[config.mk]
export PLATFORM = sky130hd
export DESIGN_NAME = ccm_loader_flat
export DESIGN_NICKNAME = d
export VERILOG_FILES = /design/src/rtl/ccm_loader_if.sv /design/src/rtl/ccm_loader.sv /design/src/flat_wrapper.sv
export SDC_FILE = /design/constraint.sdc
export NUM_CORES = 1
export LEC_CHECK = 0
export ABC_AREA = 1
export CORE_ASPECT_RATIO = 1.25
export CORE_MARGIN = 5
export CORE_UTILIZATION = 50
export CTS_BUF_LIST = sky130_fd_sc_hd__clkbuf_4 sky130_fd_sc_hd__clkbuf_8 sky130_fd_sc_hd__clkbuf_16
export DETAILED_ROUTE_END_ITERATION = 8
export PLACE_DENSITY = 0.78
export SLEW_MARGIN = 20
export SYNTH_ARGS = -nofsm -noshare
export SYNTH_HDL_FRONTEND = slang
export SYNTH_SLANG_ARGS = --single-unit
[constraint.sdc]
create_clock -name CLK -period 3.1 [get_ports CLK]
set_input_delay 0.31 -clock CLK [delete_from_list [all_inputs] [get_ports CLK]]
set_output_delay 0.31 -clock CLK [all_outputs]
set_load 0.01 [all_outputs]
[src/rtl/ccm_loader_if.sv]
// Byte-stream, SRAM write and status bundle for the CCM loader.
// master: image source / SRAM side (testbench); slave: the loader itself.
interface ccm_loader_if #(
    parameter int unsigned AW = 11
) ();
    logic          byte_valid;
    logic [7:0]    byte_data;
    logic          byte_last;
    logic          byte_ready;
    logic [AW-1:0] sram_addr;
    logic          eve_wen;
    logic          odd_wen;
    logic [63:0]   eve_data;
    logic [63:0]   odd_data;
    logic          core_rstn;
    logic          load_done;
    logic          load_err;

    modport master (
        output byte_valid, byte_data, byte_last,
        input  byte_ready, sram_addr, eve_wen, odd_wen, eve_data, odd_data,
        input  core_rstn, load_done, load_err
    );

    modport slave (
        input  byte_valid, byte_data, byte_last,
        output byte_ready, sram_addr, eve_wen, odd_wen, eve_data, odd_data,
        output core_rstn, load_done, load_err
    );
endinterface

[src/rtl/ccm_loader.sv]
// CCM image loader: packs an incoming byte stream into 16-byte lines, writes
// each line to an even/odd SRAM bank pair, zero-fills the remaining lines and
// then releases the core reset. Overflowing 2**AW lines is a terminal error.
module ccm_loader #(
    parameter int unsigned AW = 11
) (
    input logic           CLK,
    input logic           RSTn,
    ccm_loader_if.slave   bus
);
    typedef enum logic [2:0] {
        StRecv,
        StWrite,
        StZfill,
        StDone,
        StErr
    } state_e;

    localparam logic [AW-1:0] LineMax = '1;

    state_e         r_state;
    logic [3:0]     r_byte_cnt;
    logic [AW-1:0]  r_line;
    logic [127:0]   r_buf;
    logic           r_last;

    state_e         w_state_d;
    logic [3:0]     w_byte_cnt_d;
    logic [AW-1:0]  w_line_d;
    logic [127:0]   w_buf_d;
    logic           w_last_d;

    logic           w_ready;
    logic           w_wen;
    logic [127:0]   w_wdata;
    logic           w_done;
    logic           w_err;

    // State register; async reset restarts the load from line 0.
    always_ff @(posedge CLK or negedge RSTn) begin
        if (!RSTn) begin
            r_state    <= StRecv;
            r_byte_cnt <= '0;
            r_line     <= '0;
            r_buf      <= '0;
            r_last     <= 1'b0;
        end else begin
            r_state    <= w_state_d;
            r_byte_cnt <= w_byte_cnt_d;
            r_line     <= w_line_d;
            r_buf      <= w_buf_d;
            r_last     <= w_last_d;
        end
    end

    // Next-state and output decode.
    always_comb begin
        w_state_d    = r_state;
        w_byte_cnt_d = r_byte_cnt;
        w_line_d     = r_line;
        w_buf_d      = r_buf;
        w_last_d     = r_last;
        w_ready      = 1'b0;
        w_wen        = 1'b0;
        w_wdata      = '0;
        w_done       = 1'b0;
        w_err        = 1'b0;

        unique case (r_state)
            StRecv: begin
                w_ready = 1'b1;
                if (bus.byte_valid) begin
                    w_buf_d[{r_byte_cnt, 3'b000} +: 8] = bus.byte_data;
                    w_byte_cnt_d = r_byte_cnt + 4'd1;
                    w_last_d     = bus.byte_last;
                    if (bus.byte_last || (r_byte_cnt == 4'd15)) begin
                        w_state_d = StWrite;
                    end
                end
            end
            StWrite: begin
                w_wen        = 1'b1;
                w_wdata      = r_buf;
                w_byte_cnt_d = '0;
                if (r_last) begin
                    if (r_line == LineMax) begin
                        w_state_d = StDone;
                    end else begin
                        w_state_d = StZfill;
                        w_line_d  = r_line + 1'b1;
                    end
                end else if (r_line == LineMax) begin
                    // A full last line without byte_last: the image does not fit.
                    w_state_d = StErr;
                end else begin
                    w_state_d = StRecv;
                    w_line_d  = r_line + 1'b1;
                    w_buf_d   = '0;
                end
            end
            StZfill: begin
                w_wen = 1'b1;
                if (r_line == LineMax) begin
                    w_state_d = StDone;
                end else begin
                    w_line_d = r_line + 1'b1;
                end
            end
            StDone: begin
                w_done = 1'b1;
            end
            StErr: begin
                w_err = 1'b1;
            end
            default: begin
                w_state_d = StErr;
            end
        endcase
    end

    assign bus.byte_ready = w_ready;
    assign bus.sram_addr  = r_line;
    assign bus.eve_wen    = w_wen;
    assign bus.odd_wen    = w_wen;
    assign bus.eve_data   = w_wdata[63:0];
    assign bus.odd_data   = w_wdata[127:64];
    assign bus.core_rstn  = w_done;
    assign bus.load_done  = w_done;
    assign bus.load_err   = w_err;
endmodule

[src/flat_wrapper.sv]
// flat-port wrapper written by rule: the top's interface ports become plain ports
module ccm_loader_flat 
#(
    parameter int unsigned AW = 11
)
  (CLK, RSTn, bus_byte_valid, bus_byte_data, bus_byte_last, bus_byte_ready, bus_sram_addr, bus_eve_wen, bus_odd_wen, bus_eve_data, bus_odd_data, bus_core_rstn, bus_load_done, bus_load_err);
  ccm_loader_if #(.AW(AW)) bus_i ();
  input logic CLK;
  input logic RSTn;
  input wire logic [$bits(bus_i.byte_valid)-1:0] bus_byte_valid;
  input wire logic [$bits(bus_i.byte_data)-1:0] bus_byte_data;
  input wire logic [$bits(bus_i.byte_last)-1:0] bus_byte_last;
  output wire logic [$bits(bus_i.byte_ready)-1:0] bus_byte_ready;
  output wire logic [$bits(bus_i.sram_addr)-1:0] bus_sram_addr;
  output wire logic [$bits(bus_i.eve_wen)-1:0] bus_eve_wen;
  output wire logic [$bits(bus_i.odd_wen)-1:0] bus_odd_wen;
  output wire logic [$bits(bus_i.eve_data)-1:0] bus_eve_data;
  output wire logic [$bits(bus_i.odd_data)-1:0] bus_odd_data;
  output wire logic [$bits(bus_i.core_rstn)-1:0] bus_core_rstn;
  output wire logic [$bits(bus_i.load_done)-1:0] bus_load_done;
  output wire logic [$bits(bus_i.load_err)-1:0] bus_load_err;
  assign bus_i.byte_valid = bus_byte_valid;
  assign bus_i.byte_data = bus_byte_data;
  assign bus_i.byte_last = bus_byte_last;
  assign bus_byte_ready = bus_i.byte_ready;
  assign bus_sram_addr = bus_i.sram_addr;
  assign bus_eve_wen = bus_i.eve_wen;
  assign bus_odd_wen = bus_i.odd_wen;
  assign bus_eve_data = bus_i.eve_data;
  assign bus_odd_data = bus_i.odd_data;
  assign bus_core_rstn = bus_i.core_rstn;
  assign bus_load_done = bus_i.load_done;
  assign bus_load_err = bus_i.load_err;
  ccm_loader #(.AW(AW)) u_core (.CLK(CLK), .RSTn(RSTn), .bus(bus_i));
endmodule
==> qor.yml <==
route:
  routed_wl_microns: 20700
  drt_iter0_markers: 604
  routed_via_density: 4.93
  drc: 0
  wl_per_cell_microns: 14.0
  vias: 7320
  dr.pass1.iters: 7
  antenna_left: 0
timing:
  maxSlewHeadroom: 0.537
  setup_tns_ns: 0
  max_freq_mhz: 380
  rsz0062_at_grt: "no"
  post-route-min-period_ns: 2.63
  skew_ns: 0.0103
  setup_viol_count_final: 0
  finalCritPeriodShare: 0.848
  worst-slew-pin-transition_ns: 0.694
  hold_ws_ns: 0.446
  finalMaxSlewViolations: 0
  hold_violations: 0
power_and_ir_drop:
  leakage_uw: 0.00495
  p_per_area_mw_per_mm2: 403
  ir_drop_uv: 346
  finalPower_uw: 4070
synthesis:
  yosysMostFrequentCell: "nand2_1"
  synthTopCellsByArea: "dfrtp_1, nand2_1, inv_1, nor2_1, nand3_1"
  synth_seq_area_share: 0.478
  yosys_register_bits: 147
  ys.flop_type: "dfrtp_1"
  ys_types: 27
  syn-instance-count: 1108
  yosysTopAreaCell: "dfrtp_1"
  ys_async_sr_fraction: 1.00
  netlist_area_sq_mm: 0.00770
  synth_edf_count: 0
  yosysWarnings: 0
  netlist.area_leader.share: 0.478
  synth_common_cells: "nand2_1, inv_1, nor2_1, dfrtp_1, nand3_1"
  syn_nets: 1125
  synth_area_per_cell_sq_um: 6.95
placed_design:
  dpl_cell_area_sq_mm: 0.00948
  io_buffers: 156
  dp_hpwl_microns: 15000
  place_inst: 1453
  place.gp.congestion: 0.933
grt:
  grt_pass1_wl_microns: 34100
  antenna_found_initial: 0
  grt_max_degree: 116
  grt_overflow: 0
  track_usage: 0.235
  grt_pass1_vias: 6959
clocking:
  cts_buffers: 17
  cts_tree: "done"
  clkSlewWorstSetupHoldPaths_ns: 0.06
  cts.sinks: 147
  cts_max_level: 4
  clkLatencyLatePin_ns: 0.41
  cts_buffer_depth: 2
  root_buffer: "clkbuf_16"
floorplanning:
  start_util: 0.511
  die_x_microns: 121
  core-area_sq_mm: 0.0151
  io_pins: 157
  rows: 50
  die-area_sq_mm: 0.0180
  die_y_microns: 149
setup_path:
  path_buf_inv: 3
  critPathRequiredTime_ns: 2.79
  end_kind: "primary output"
  cp_cell_sequence: "inv_1, nand3_4, buf_12, nor2_1, clkdlybuf4s50_1"
  crit_path_top_delay_cell: "clkdlybuf4s50_1"
  crit_type: "register to primary output"
  worst_setup_path_start_kind: "register"
  cp.arrival_ns: 2.32
  cp_slowest_stage_delay_ns: 0.58
  crit_family: "buffers and inverters"
  cp_max_fo: 115
finish:
  instances_no_fill: 1486
  drive_gt1_frac: 0.0587
  syn_to_final_growth_pct: 31.2
  fin_nets: 1282
  design_area_sq_mm: 0.0101
  diodes: 0
  final.fill_count: 1316
min_path:
  hold_path.class: "input pin to asynchronous set/reset pin"
flow_run:
  drv_cap: 0
run_status:
  status: "completed"
metrics by stage:
| stage | util | setup slack [ns] |
|---|---|---|
| CTS | 0.670 | 0.459 |
| global placement | 0.629 | 0.830 |
| floorplan | - | 0.839 |
| finish | 0.670 | 0.472 |
| detailed placement | 0.629 | 0.770 |
| global route | 0.670 | 0.340 |
registers in the layout, indices dropped and copies added, names as in the netlist:
signal                count
u_core.bus.sram_addr     11
u_core.r_buf            128
u_core.r_byte_cnt         4
u_core.r_last             1
u_core.r_state            3
layout make-up:
type | instances | area [sq um] | share of cell area
sequential | 147 | 3680 | 0.364
clock buffer | 18 | 439 | 0.0435
tap | 208 | 260 | 0.0258
inverter | 201 | 754 | 0.0747
timing repair buffer | 171 | 1720 | 0.170
multi-input combinational | 727 | 3080 | 0.305
clock inverter | 14 | 170 | 0.0168
power breakdown:
part           internal, uW  switching, uW
clock                  1230            854
combinational          17.8           49.4
sequential             1920              0
placed cells by master, fill, tap and decap left out, drive strengths merged:
master	Yosys	routed
clkinv	1	4
nor3b	1	1
buf	29	15
xnor2	4	4
dfrtp	147	147
xor2	4	4
inv	200	205
nor2	179	179
clkdlybuf4s50	0	155
dlygate4sd3	0	1
nand2	404	404
nand3b	2	2
nand3	89	89
a31oi	1	1
clkinvlp	0	4
ha	5	5
a21oi	3	3
nand4	13	13
bufinv	0	2
nor3	10	10
o21a	1	1
clkbuf	4	18
o211ai	1	1
o21ai	10	10
worst paths after layout:
kind | start | to | slack (ns) | cells after the start
worst min-delay path | RSTn | u_core.r_state[1]$_DFFE_PN0P_ | 0.45 | 2
worst min register to register | u_core.r_buf[116]$_DFFE_PN0P_ | u_core.r_buf[116]$_DFFE_PN0P_ | 0.47 | 2
worst max-delay path | u_core.r_state[2]$_DFFE_PN0P_ | bus_eve_data[56] | 0.47 | 5
min in group CLK | u_core.r_buf[116]$_DFFE_PN0P_ | u_core.r_buf[116]$_DFFE_PN0P_ | 0.47 | 2
worst max register to register | u_core.r_byte_cnt[0]$_DFFE_PN0P_ | u_core.r_buf[100]$_DFFE_PN0P_ | 0.66 | 10
max in group asynchronous | RSTn | u_core.r_buf[22]$_DFFE_PN0P_ | 1.81 | 3
cell families (layout without fill, tap and decap cells):
logic type	Yosys count	in the layout	share of synthesized area
AND/OR/NAND/NOR	698	698	0.371
adder cells (fa/ha/maj)	5	5	0.00812
flip-flops	147	147	0.478
AO/OA/AOI/OAI	16	16	0.0112
XOR/XNOR	8	8	0.00910
buffers and inverters	234	404	0.123
timing repair:
| item | in CTS | in global routing |
|---|---|---|
| gates resized for setup | 0 | 0 |
| endpoints found under the hold margin | 70 | 0 |
| buffers inserted | 0 | 0 |
| hold buffers | 1 | 0 |
layer usage:
metal / global-route usage / wire, microns / up-vias
li1: - / - / 3604
met1: 0.288 / 8350 / 3396
met2: 0.403 / 10200 / 267
met3: 0.0505 / 1380 / 53
met4: 0.0935 / 765 / 0
met5: 0 / 0 / -
(Power assumes the default switching activity.)
